===== config.mk =====
export PLATFORM = sky130hd
export DESIGN_NAME = cycle_sequencer
export DESIGN_NICKNAME = d
export VERILOG_FILES = /design/src/rtl/cpu_ctrl_pkg.sv /design/src/rtl/onehot_ring.sv /design/src/rtl/cycle_sequencer.sv
export SDC_FILE = /design/constraint.sdc
export NUM_CORES = 1
export LEC_CHECK = 0
export BUFFER_PORTS_ARGS = -buffer_cell sky130_fd_sc_hd__clkbuf_2
export CAP_MARGIN = 20
export CORE_ASPECT_RATIO = 1.4
export CORE_MARGIN = 5
export CORE_UTILIZATION = 30
export DETAILED_ROUTE_END_ITERATION = 7
export GPL_TIMING_DRIVEN = 0
export PLACE_DENSITY = 0.5
export SETUP_SLACK_MARGIN = 0.15
export SLEW_MARGIN = 20
export SYNTH_ARGS = -nofsm -noshare
export SYNTH_HDL_FRONTEND = slang
export SYNTH_SLANG_ARGS = --single-unit

===== constraint.sdc =====
create_clock -name i_Clk -period 1.9 [get_ports i_Clk]
set_input_delay 0 -clock i_Clk [delete_from_list [all_inputs] [get_ports i_Clk]]
set_output_delay 0 -clock i_Clk [all_outputs]
set_load 0.05 [all_outputs]

===== src/rtl/cpu_ctrl_pkg.sv =====
// Shared control-unit types and one-hot boundary constants for the cycle sequencer.
package cpu_ctrl_pkg;

  typedef enum logic [1:0] {
    StBoot   = 2'd0,
    StRun    = 2'd1,
    StHalted = 2'd2
  } state_e;

  localparam logic [3:0] STEP_FIRST  = 4'b0001;
  localparam logic [3:0] STEP_LAST   = 4'b1000;
  localparam logic [7:0] COUNT_FIRST = 8'h01;
  localparam logic [7:0] COUNT_LAST  = 8'h80;

endpackage


===== src/rtl/onehot_ring.sv =====
// One-hot rotating ring register with advance enable and synchronous load-to-first.
module onehot_ring #(
  parameter int unsigned Width = 4
) (
  input  logic             clk,
  input  logic             rst_n,
  input  logic             advance,
  input  logic             load_first,
  output logic [Width-1:0] ring
);

  // Load-to-first has priority so a boundary always restarts at bit 0.
  always_ff @(posedge clk) begin
    if (!rst_n) begin
      ring <= Width'(1);
    end else if (load_first) begin
      ring <= Width'(1);
    end else if (advance) begin
      ring <= {ring[Width-2:0], ring[Width-1]};
    end
  end

endmodule


===== src/rtl/cycle_sequencer.sv =====
// T-step / M-cycle sequencer with HALT, stall and runaway recovery.
// Optional instruction length trace enabled by CYCLE_SEQ_LENGTH_TRACE_EN.
module cycle_sequencer
  import cpu_ctrl_pkg::*;
#(
  parameter int unsigned STEPS      = 4,
  parameter int unsigned MAX_CYCLES = 8
) (
  input  logic                  i_Clk,
  input  logic                  i_Reset_n,
  input  logic                  i_Tick,
  input  logic                  i_Stall,
  input  logic                  i_IR_Fetch,
  input  logic                  i_Halt,
  input  logic                  i_Wake,
  output logic [STEPS-1:0]      o_Cycle_Step,
  output logic [MAX_CYCLES-1:0] o_Cycle_Count,
  output logic                  o_Active,
  output logic                  o_IR_Load,
  output logic                  o_Halted,
  output logic                  o_Overrun,
  output logic [3:0]            o_Last_Length
);

  state_e state_q;
  logic   step_adv;
  logic   mend;
  logic   in_run;
  logic   runaway;
  logic   fetch_end;
  logic   halt_req;
  logic   count_load;
  logic   count_adv;

  assign step_adv  = i_Tick & ~i_Stall;
  assign mend      = step_adv & o_Cycle_Step[STEPS-1];
  assign in_run    = (state_q == StRun);
  // A full-length instruction without a fetch is forced to end as if it had fetched.
  assign runaway   = in_run & ~i_IR_Fetch & o_Cycle_Count[MAX_CYCLES-1];
  assign fetch_end = in_run & (i_IR_Fetch | o_Cycle_Count[MAX_CYCLES-1]);
  assign halt_req  = in_run & i_IR_Fetch & i_Halt & ~i_Wake;

  // Outside RUN the count is parked on the first M-cycle.
  assign count_load = mend & (~in_run | fetch_end);
  assign count_adv  = mend & in_run;

  onehot_ring #(
    .Width (STEPS)
  ) u_step_ring (
    .clk        (i_Clk),
    .rst_n      (i_Reset_n),
    .advance    (step_adv),
    .load_first (1'b0),
    .ring       (o_Cycle_Step)
  );

  onehot_ring #(
    .Width (MAX_CYCLES)
  ) u_count_ring (
    .clk        (i_Clk),
    .rst_n      (i_Reset_n),
    .advance    (count_adv),
    .load_first (count_load),
    .ring       (o_Cycle_Count)
  );

  always_ff @(posedge i_Clk) begin
    if (!i_Reset_n) begin
      state_q   <= StBoot;
      o_Active  <= 1'b0;
      o_IR_Load <= 1'b0;
      o_Halted  <= 1'b0;
      o_Overrun <= 1'b0;
    end else begin
      o_IR_Load <= 1'b0;
      if (mend) begin
        unique case (state_q)
          StBoot: begin
            state_q   <= StRun;
            o_Active  <= 1'b1;
            o_IR_Load <= 1'b1;
          end
          StRun: begin
            if (halt_req) begin
              state_q  <= StHalted;
              o_Active <= 1'b0;
              o_Halted <= 1'b1;
            end else if (fetch_end) begin
              o_IR_Load <= 1'b1;
              if (runaway) o_Overrun <= 1'b1;
            end
          end
          StHalted: begin
            if (i_Wake) begin
              state_q  <= StBoot;
              o_Halted <= 1'b0;
            end
          end
          default: begin
            state_q  <= StBoot;
            o_Active <= 1'b0;
            o_Halted <= 1'b0;
          end
        endcase
      end
    end
  end

`ifdef CYCLE_SEQ_LENGTH_TRACE_EN
  logic [3:0] len_q;
  logic [3:0] last_len_q;

  // len_q holds the 1-based index of the M-cycle currently executing.
  always_ff @(posedge i_Clk) begin
    if (!i_Reset_n) begin
      len_q      <= 4'd1;
      last_len_q <= 4'd0;
    end else if (mend) begin
      if (halt_req) begin
        len_q <= 4'd1;
      end else if ((state_q == StBoot) || fetch_end) begin
        last_len_q <= len_q;
        len_q      <= 4'd1;
      end else if (in_run) begin
        len_q <= len_q + 4'd1;
      end else begin
        len_q <= 4'd1;
      end
    end
  end

  assign o_Last_Length = last_len_q;
`else
  assign o_Last_Length = 4'd0;
`endif

endmodule


==> key figures, run 1 <==
Logic synthesis
  – Top cell type by total area after synthesis: dfxtp_1
  – Seq/Total Area, Yosys: 45.6%
  – Syn_area_per_cell: 10.0 µm²
  – Syn Inst Count: 79
  – Distinct cells, synth: 30
  – Yosys reg bits: 18
  – Yosys warns: 0
  – Synthesized area: 791 µm²
  – Synth top area cells: dfxtp_1, nand2_1, o22ai_1
  – Yosys top cell area share: 45.6%

Pwr
  – Pwr dens: 647 nW/µm²
  – Leak Pwr: 0.476 nW
  – Maximum vdd ir drop: 344 µV

STA
  – Setup TNS Final: 0 ps
  – Fin. max-slew vios: 0
  – Setup WS post-layout: 714 ps
  – Worst hold margin: 26.5 ps
  – Final min period: 1190 ps
  – Setup-failing EPs final: 0
  – Hold Vio Cnt, Final: 0
  – RSZ-0062 raised after global routing: false
  – Setup Skew: 1.91 ps
  – Max Freq: 843 MHz
  – Period utilization: 62.4%

GRT
  – Vias in the first global route: 633
  – Top Usage Layer GRT: met2
  – Initial antenna violation count: 0
  – First-pass GRT wire length: 2.76 mm
  – GRT Residual Overflow: 0
  – Total track usage: 9.85%
  – Met1 usage: 11.5%
  – Met3 Use GR: 2.95%
  – Met2 Use GR: 15.3%
  – Pin count of the biggest net entering global routing: 11

CTS
  – # resized after CTS: 0
  – TritonCTS clock tree: built
  – Clock-pin transition on the worst setup and hold timing paths: 90 ps
  – Clock buffer depth: 2
  – Post-CTS Setup Bufs: 0
  – TritonCTS buffer count: 3
  – Root buf cell: clkbuf_4
  – Sink Count: 18
  – H-tree Lvls: 1
  – Hold buffer count at CTS: 1
  – Clock Latency Late Sink: 280 ps

Flow run
  – Max-cap violations: 0

Critical path
  – Setup CP Type: flip-flop to flip-flop
  – Critical Path Fanout Max: 10
  – CP max stage cell: dfxtp_1
  – Worst path required time: 2090 ps
  – Critical path endpoint category: flip-flop
  – Reg-to-reg setup timing slack: 710 ps
  – Arr. time, crit path: 1380 ps
  – Crit path cell chain: and3b_1 > buf_6 > nand4b_4 > a21bo_1
  – CP max stage delay: 390 ps
  – Crit start category: flip-flop

Floorplan
  – Die Y: 70.7 µm
  – Initial core utilization: 30.6%
  – I/O pin total: 27
  – Die area: 3780 µm²
  – Row count: 22
  – Die width: 53.4 µm
  – Core area: 2590 µm²

Placement
  – PortBufs: 22
  – Cell Area, Placed: 957 µm²
  – Place WS: 717 ps
  – DP HPWL: 1.28 mm
  – Routability congestion estimate: 0.737

Routing
  – DRT antenna net count: 0
  – First-pass DRT Iterations: 2
  – Routed wire length: 1.68 mm
  – DR WL/cell: 11.6 µm
  – Vias: 671
  – Drt drc: 0
  – Vias/cell: 4.66
  – First DRT Iteration DRCs: 5

Final layout
  – Finished Cell Area: 990 µm²
  – # diodes: 0
  – Fraction of layout cells with a size suffix above 1: 33.3%
  – Area added between synthesis and finish: 25.2%
  – Final Net Count: 117

Worst hold path
  – Hold Crit Class: input pin to flip-flop

Run status
  – Status: completed
through the flow:
step	cells	util, %	total power [mW]
5_1_grt	144	38.2	0.676
2_1_floorplan	82	-	0.448
6_report	144	38.2	0.640
3_5_place_dp	140	37.0	0.466
3_3_place_gp	140	37.0	0.466
4_1_cts	144	38.2	0.650
per-layer routing:
layer  vias to the layer above  part of all wire [%]
met2                        20                    46
met4                         0                   2.3
met1                       311                    46
li1                        336                     -
met3                         4                   5.7
met5                         -                     0
state kept, by name, summed over array words and instances (netlist names):
| signal | flops |
|---|---|
| u_count_ring.ring | 8 |
| u_step_ring.ring | 4 |
| state_q | 2 |
| o_Active | 1 |
| o_Halted | 1 |
| o_IR_Load | 1 |
| o_Overrun | 1 |
critical path, delay by kind of cell, from the launching register on:
| family | cells | cell delay, ps |
|---|---|---|
| DFF | 1 | 390 |
| AOI/OAI and AO/OA | 1 | 200 |
| and+or+nand+nor | 2 | 340 |
| buffers and inverters | 1 | 160 |
path summary, 6_finish.rpt:
kind / cells past startpoint / to / start
setup / recovery: 4 / u_count_ring.ring[0] / u_step_ring.ring[3]
hold reg to reg: 2 / o_Overrun / o_Overrun
setup reg to reg: 4 / u_count_ring.ring[0] / u_step_ring.ring[3]
hold / removal: 3 / u_count_ring.ring[7] / i_Reset_n
power breakdown:
part	total, mW	internal, mW	switching (mW)
Clock	0.181	0.0736	0.108
Combinational	0.0752	0.0235	0.0518
Sequential	0.383	0.381	0.00253
Total	0.640	0.478	0.162
layout by cell type (no fill, tap or decap), drive strengths merged, types with 2 or more instances in the layout:
cell    instances
conb            4
o22ai           6
buf             6
nand2          11
a21oi           2
nand3b          3
nand3           2
and3b           2
mux2i           3
nor2            2
o21ai           3
dfxtp          18
nand2b          3
clkbuf         27
nor2b           4
layout make-up:
type	instances	area [µm²]
sequential	18	360
fill	302	1600
tap	36	45.0
buffer	8	53.8
clock buffer	3	22.5
timing repair buffer	23	120
multi-input combinational	56	388
cell usage after synthesis (all sizes together):
cell type	number
nand4b	1
mux2i	3
dfxtp	18
o32ai	1
a21oi	2
a21boi	1
and4bb	1
clkbuf	2
o21ai	3
and3b	2
nor2b	4
o211ai	1
a32o	1
and3	1
nand2b	3
nor3b	1
nand3b	3
o2111a	1
a21bo	1
o31ai	1
nor2	2
buf	6
o22ai	6
nand2	11
conb	1
nand3	2
cells by family (layout without fill, tap and decap cells):
family / count (synthesis) / in the layout / share of synthesized area [%]
buffers and inverters: 8 / 34 / 6.80
AOI/OAI and AO/OA: 18 / 18 / 17.4
muxes: 3 / 3 / 3.80
and+or+nand+nor: 31 / 31 / 25.9
other: 1 / 4 / 0.474
DFF: 18 / 18 / 45.6
(Power assumes the default switching activity.)
==> run 2: changes to the inputs <==
Settings changed: PLACE_DENSITY 0.5 to 0.52.
Clock period 1.9 ns to 1.09 ns, I/O delays scaled along.
==> run 2 against run 1 <==
Effect of this change:
- the flow now finishes with violations (negative setup slack)
- register-to-register slack got worse by 730 ps
- sequential power increased by 74%
- critical path depth unchanged
- sequential share of layout area decreased by 3.8 points
- clock-buffer cell count increased by 1
- power increased by 78%
- clock skew increased by 4.6 ps
- wire length increased by 8.5%
- critical path type unchanged
==> key figures, run 2 (synthesis results as in run 1) <==
STA
  – Final min period: 1110 ps
  – Setup WS post-layout: -15.3 ps
  – RSZ-0062 raised after global routing: true
  – Setup TNS Final: -15.3 ps
  – Worst hold margin: 33.9 ps
  – Setup Skew: 6.53 ps
  – Fin. max-slew vios: 0
  – Period utilization: 101%
  – Hold Vio Cnt, Final: 0
  – Setup-failing EPs final: 1
  – Max Freq: 905 MHz

Critical path
  – CP startpoint: u_step_ring.ring[3]
  – Buf/Inv on CP: 1
  – CP max stage cell: dfxtp_4
  – Reg-to-reg endpoint: u_count_ring.ring[0]
  – Worst path required time: 1280 ps
  – CP top delay family: flip-flops
  – Critical path endpoint category: flip-flop
  – Arr. time, crit path: 1300 ps
  – Crit path cell chain: and3b_1 > buf_6 > nand4b_4 > a21bo_1
  – Setup CP Type: flip-flop to flip-flop
  – Critical Path Fanout Max: 7
  – Reg-to-reg setup timing slack: -20 ps
  – FF-to-FF path depth: 4
  – CP max stage delay: 370 ps
  – Reg-to-reg startpoint: u_step_ring.ring[3]
  – Crit start category: flip-flop

Pwr
  – Pwr dens: 1010 nW/µm²
  – Logic pwr share: 12.4%
  – Clock Power Share: 29.4%
  – Internal power: 0.850 mW
  – Overall power: 1.14 mW
  – Net Switching: 0.291 mW
  – Maximum vdd ir drop: 767 µV
  – Leak Pwr: 0.539 nW
  – Switch share: 25.5%
  – Sequential power share: 58.2%

Routing
  – Drt drc: 0
  – DR WL/cell: 11.9 µm
  – Vias/cell: 4.50
  – Vias: 689
  – First DRT Iteration DRCs: 9
  – DRT antenna net count: 0
  – First-pass DRT Iterations: 4
  – Routed wire length: 1.82 mm

Floorplan
  – Die Y: 70.7 µm
  – I/O pin total: 27
  – Die width: 53.4 µm
  – Row count: 22
  – Die area: 3780 µm²
  – Core area: 2590 µm²
  – Initial core utilization: 30.6%

Flow run
  – Max-cap violations: 0

CTS
  – Sink Count: 18
  – Root buf cell: clkbuf_4
  – TritonCTS clock tree: built
  – Clock-pin transition on the worst setup and hold timing paths: 100 ps
  – Clock Latency Late Sink: 290 ps
  – H-tree Lvls: 1
  – Clock buffer depth: 2
  – TritonCTS buffer count: 3

GRT
  – GRT Residual Overflow: 0
  – Total track usage: 10.4%
  – Initial antenna violation count: 0
  – Pin count of the biggest net entering global routing: 11
  – First-pass GRT wire length: 2.93 mm
  – Vias in the first global route: 681

Worst hold path
  – Hold Crit Class: input pin to flip-flop
  – Min-delay src: i_Reset_n
  – Cell depth of the worst hold path: 3
  – Hold EP: u_count_ring.ring[7]

Final layout
  – Final Util: 43.7%
  – Largest register by flop count: u_count_ring.ring
  – Final Non-Filler Cells: 153
  – # diodes: 0
  – Most frequent cells in the layout: buf_4, dfxtp_1, nand2_1, clkbuf_4, clkbuf_2
  – Regs by FF count: u_count_ring.ring (8), u_step_ring.ring (4), state_q (2)
  – Largest register FFs: 8
  – Fraction of layout cells with a size suffix above 1: 41.9%
  – Area added between synthesis and finish: 43.0%
  – Final Net Count: 125

Run status
  – Status: finished, violations left
  – Failing checks: negative setup slack

Placement
  – Routability congestion estimate: 0.675
  – PortBufs: 22
  – DP HPWL: 1.30 mm
  – Cell count after placement: 140
[run 2: cell count changes in the layout (fill, tap and decap cells not counted), sizes merged]
cell    before  now
buf          6   20
clkbuf      27   22
[run 2: stage by stage]
step / cell area, µm² / worst slack (ps)
final: 1130 / -15.3
after global routing: 1130 / -67.2
after CTS: 1120 / -19.7
after detailed placement: 970 / -56.5
after global placement: 970 / -44.1
after floorplan: 815 / -86.6
[run 2: area by class of cell]
cell class,instances,area [µm²]
Fill cell,288,1460
Multi-Input combinational cell,56,399
Sequential cell,18,369
Timing Repair Buffer,31,235
Buffer,8,56.3
Tap cell,36,45.0
Clock buffer,4,26.3
[run 2: repair_timing]
item,in CTS,in global routing
hold buffers,1,0
endpoints found under the setup margin,23,25
resized for setup,16,14
pin swaps,5,2
buffers inserted,8,0
hold endpoints to repair,2,0
[run 2: worst register-to-register path, cell delays in order (launching register included)]
cell,delay (ps)
dfxtp_4,370
and3b_1,160
buf_6,140
nand4b_4,150
a21bo_1,200
[run 2: power by group through the flow]
stage	Sequential, mW	Clock [mW]	Combinational, mW
2_1_floorplan	0.704	0	0.0763
6_report	0.665	0.335	0.141
5_1_grt	0.666	0.379	0.152
3_3_place_gp	0.681	0	0.131
3_5_place_dp	0.682	0	0.131
4_1_cts	0.665	0.358	0.142
[run 2: routing by layer]
layer  vias up  part of all wire [%]  GRT usage [%]
li1        352                     -              -
met1       314                    43           12.3
met2        21                    49           16.5
met3         2                   7.1           2.74
met4         0                  0.55           5.97
met5         -                     0              0
[run 2: worst max-delay path by stage]
stage	end	slack, ps	cells past startpoint
after global routing	u_count_ring.ring[0]	-70	4
after global placement	u_count_ring.ring[0]	-40	4
after detailed placement	u_count_ring.ring[0]	-60	4
after CTS	u_count_ring.ring[0]	-20	4
final	u_count_ring.ring[0]	-20	4
after floorplan	u_count_ring.ring[0]	-90	4
==> run 3: changes to the inputs <==
Settings changed: ABC_AREA from default to 1.
==> run 3 against run 2 <==
Effect of this change:
- the flow now finishes without violations
- global-route usage rose by 0.77 points
- flip-flop and latch count did not move
- critical path depth grew 3
- sequential power rose by 1%
- setup slack gained 60 ps
- die area grew 0.53%
- clock power is 6.6% lower
- critical path type unchanged
==> key figures, run 3 <==
Final layout
  – Final Net Count: 148
  – Area added between synthesis and finish: 51.4%
  – Largest register FFs: 8
  – Fraction of layout cells with a size suffix above 1: 52.5%
  – Most frequent cells in the layout: nand2_1, buf_4, dfxtp_1
  – Most common library cell in the layout ignoring fill and taps: nand2_1
  – Finished Cell Area: 1200 µm²
  – Final Util: 46.6%
  – # diodes: 0
  – Largest register by flop count: u_count_ring.ring
  – Regs by FF count: u_count_ring.ring (8), u_step_ring.ring (4), state_q (2)
  – Final Non-Filler Cells: 175

Floorplan
  – I/O pin total: 27
  – Initial core utilization: 30.8%
  – Row count: 22
  – Die area: 3800 µm²
  – Die Y: 70.9 µm
  – Die width: 53.5 µm
  – Core area: 2590 µm²

Pwr
  – Pwr dens: 990 nW/µm²
  – Leak Pwr: 0.515 nW
  – Maximum vdd ir drop: 781 µV

CTS
  – Clock-pin transition on the worst setup and hold timing paths: 90 ps
  – Sink Count: 18
  – Clock buffer depth: 2
  – TritonCTS buffer count: 3
  – Clock Latency Late Sink: 280 ps
  – TritonCTS clock tree: built
  – Root buf cell: clkbuf_4
  – H-tree Lvls: 1

Critical path
  – Arr. time, crit path: 1260 ps
  – Buf/Inv on CP: 2
  – Worst path required time: 1300 ps
  – Crit start category: flip-flop
  – CP top delay family: flip-flops
  – Setup CP Type: flip-flop to flip-flop
  – CP max stage cell: dfxtp_2
  – CP max stage delay: 350 ps
  – Critical path endpoint category: flip-flop
  – Crit path cell chain: inv_2 > nor2_4 > buf_6 > nand2_4 > nand3_4 > nand2_2 > a21oi_2
  – Critical Path Fanout Max: 3

GRT
  – Vias in the first global route: 794
  – GRT Residual Overflow: 0
  – First-pass GRT wire length: 3.22 mm
  – Pin count of the biggest net entering global routing: 10
  – Initial antenna violation count: 0
  – Total track usage: 11.2%

STA
  – Max Freq: 957 MHz
  – Worst hold margin: 22.4 ps
  – Hold Vio Cnt, Final: 0
  – Setup-failing EPs final: 0
  – Fin. max-slew vios: 0
  – Final min period: 1040 ps
  – Period utilization: 95.9%
  – Setup WS post-layout: 45.1 ps
  – Setup Skew: 3.92 ps
  – RSZ-0062 raised after global routing: true

Logic synthesis
  – Commonest cells in the netlist: nand2_1, dfxtp_1, a21oi_1, nand3_1, inv_1
  – Syn_area_per_cell: 7.80 µm²
  – Synthesized area: 796 µm²
  – Main synth FF type: dfxtp_1
  – Top cell type by total area after synthesis: dfxtp_1
  – Yosys reg bits: 18
  – Synth top area cells: dfxtp_1, nand2_1, a21oi_1
  – Ys async rst share: 0%
  – Syn Inst Count: 102
  – Distinct cells, synth: 22
  – Most frequent cell after synthesis: nand2_1
  – Post-synth EDFFs: 0
  – Yosys warns: 0
  – Yosys top cell area share: 45.3%
  – Seq/Total Area, Yosys: 45.3%

Run status
  – Status: completed

Placement
  – Routability congestion estimate: 0.746
  – PortBufs: 22
  – Place WS: -62.6 ps
  – Cell count after placement: 163
  – Cell Area, Placed: 1000 µm²
  – DP HPWL: 1.31 mm

Routing
  – Vias: 785
  – First DRT Iteration DRCs: 10
  – DRT antenna net count: 0
  – Routed wire length: 1.93 mm
  – Vias/cell: 4.49
  – First-pass DRT Iterations: 4
  – Drt drc: 0
  – DR WL/cell: 11.0 µm

Flow run
  – Max-cap violations: 0

Worst hold path
  – Hold Crit Class: input pin to flip-flop
run 3: changes by cell type after synthesis, moves of 3 or more:
cell / previous run / this run
nor2b_1: 4 / 0
nand2_1: 11 / 24
nor2_1: 2 / 6
nand3_1: 2 / 9
nand2b_1: 3 / 0
mux2i_1: 3 / 0
a21oi_1: 2 / 13
inv_1: 0 / 8
o22ai_1: 6 / 0
run 3: worst paths after layout:
check | start | to | slack [ps] | depth (start not counted)
worst max-delay path | state_q[0] | state_q[0] | 50 | 7
worst min-delay path | i_Wake | state_q[1] | 20 | 4
worst max register to register | state_q[0] | state_q[0] | 50 | 7
worst min register to register | o_Halted | o_Halted | 460 | 2
run 3: metal layers:
layer | vias to the layer above | global-route usage (%) | wire (µm)
met5 | - | 0 | 0
met4 | 0 | 5.11 | 25
met3 | 4 | 1.89 | 91
met2 | 20 | 18.8 | 998
met1 | 360 | 13.4 | 813
li1 | 401 | - | -
run 3: area by class of cell:
type / count / area (µm²)
Inverter: 11 / 48.8
Timing Repair Buffer: 30 / 209
Tap cell: 36 / 45.0
Fill cell: 286 / 1380
Multi-Input combinational cell: 73 / 475
Buffer: 4 / 30.0
Clock buffer: 3 / 22.5
Sequential cell: 18 / 374
run 3: kinds of logic (layout without fill, tap and decap cells):
| kind of cell | Yosys count | in the layout | share of synthesized area (%) |
|---|---|---|---|
| AOI/OAI and AO/OA | 20 | 20 | 14.9 |
| and+or+nand+nor | 48 | 49 | 30.0 |
| buffers and inverters | 15 | 48 | 9.28 |
| other | 1 | 4 | 0.471 |
| DFF | 18 | 18 | 45.3 |
run 3: stage by stage:
| stage | setup TNS, ps | total power [mW] |
|---|---|---|
| finish | 0 | 1.19 |
| global route | -17.1 | 1.25 |
| global placement | -389 | 0.869 |
| CTS | 0 | 1.20 |
| floorplan | 0 | 0.830 |
| detailed placement | -438 | 0.872 |
run 3: repair_timing:
| item | CTS | global route |
|---|---|---|
| cloned | 1 | 0 |
| buffers inserted | 6 | 1 |
| setup endpoints to repair | 22 | 25 |
| endpoints found under the hold margin | 1 | 0 |
| hold buffers | 1 | 0 |
| pin swaps | 6 | 6 |
| gates resized for setup | 18 | 26 |
run 3: tightest hold or removal path: stages:
cell	delay [ps]
clkbuf_2	100
nor2_1	70
nand2_2	70
a21oi_2	40
run 3: power by group:
part,total [mW],switching [mW],internal [mW]
registers,0.674,0.00916,0.665
clock network,0.313,0.185,0.128
logic,0.206,0.144,0.0623
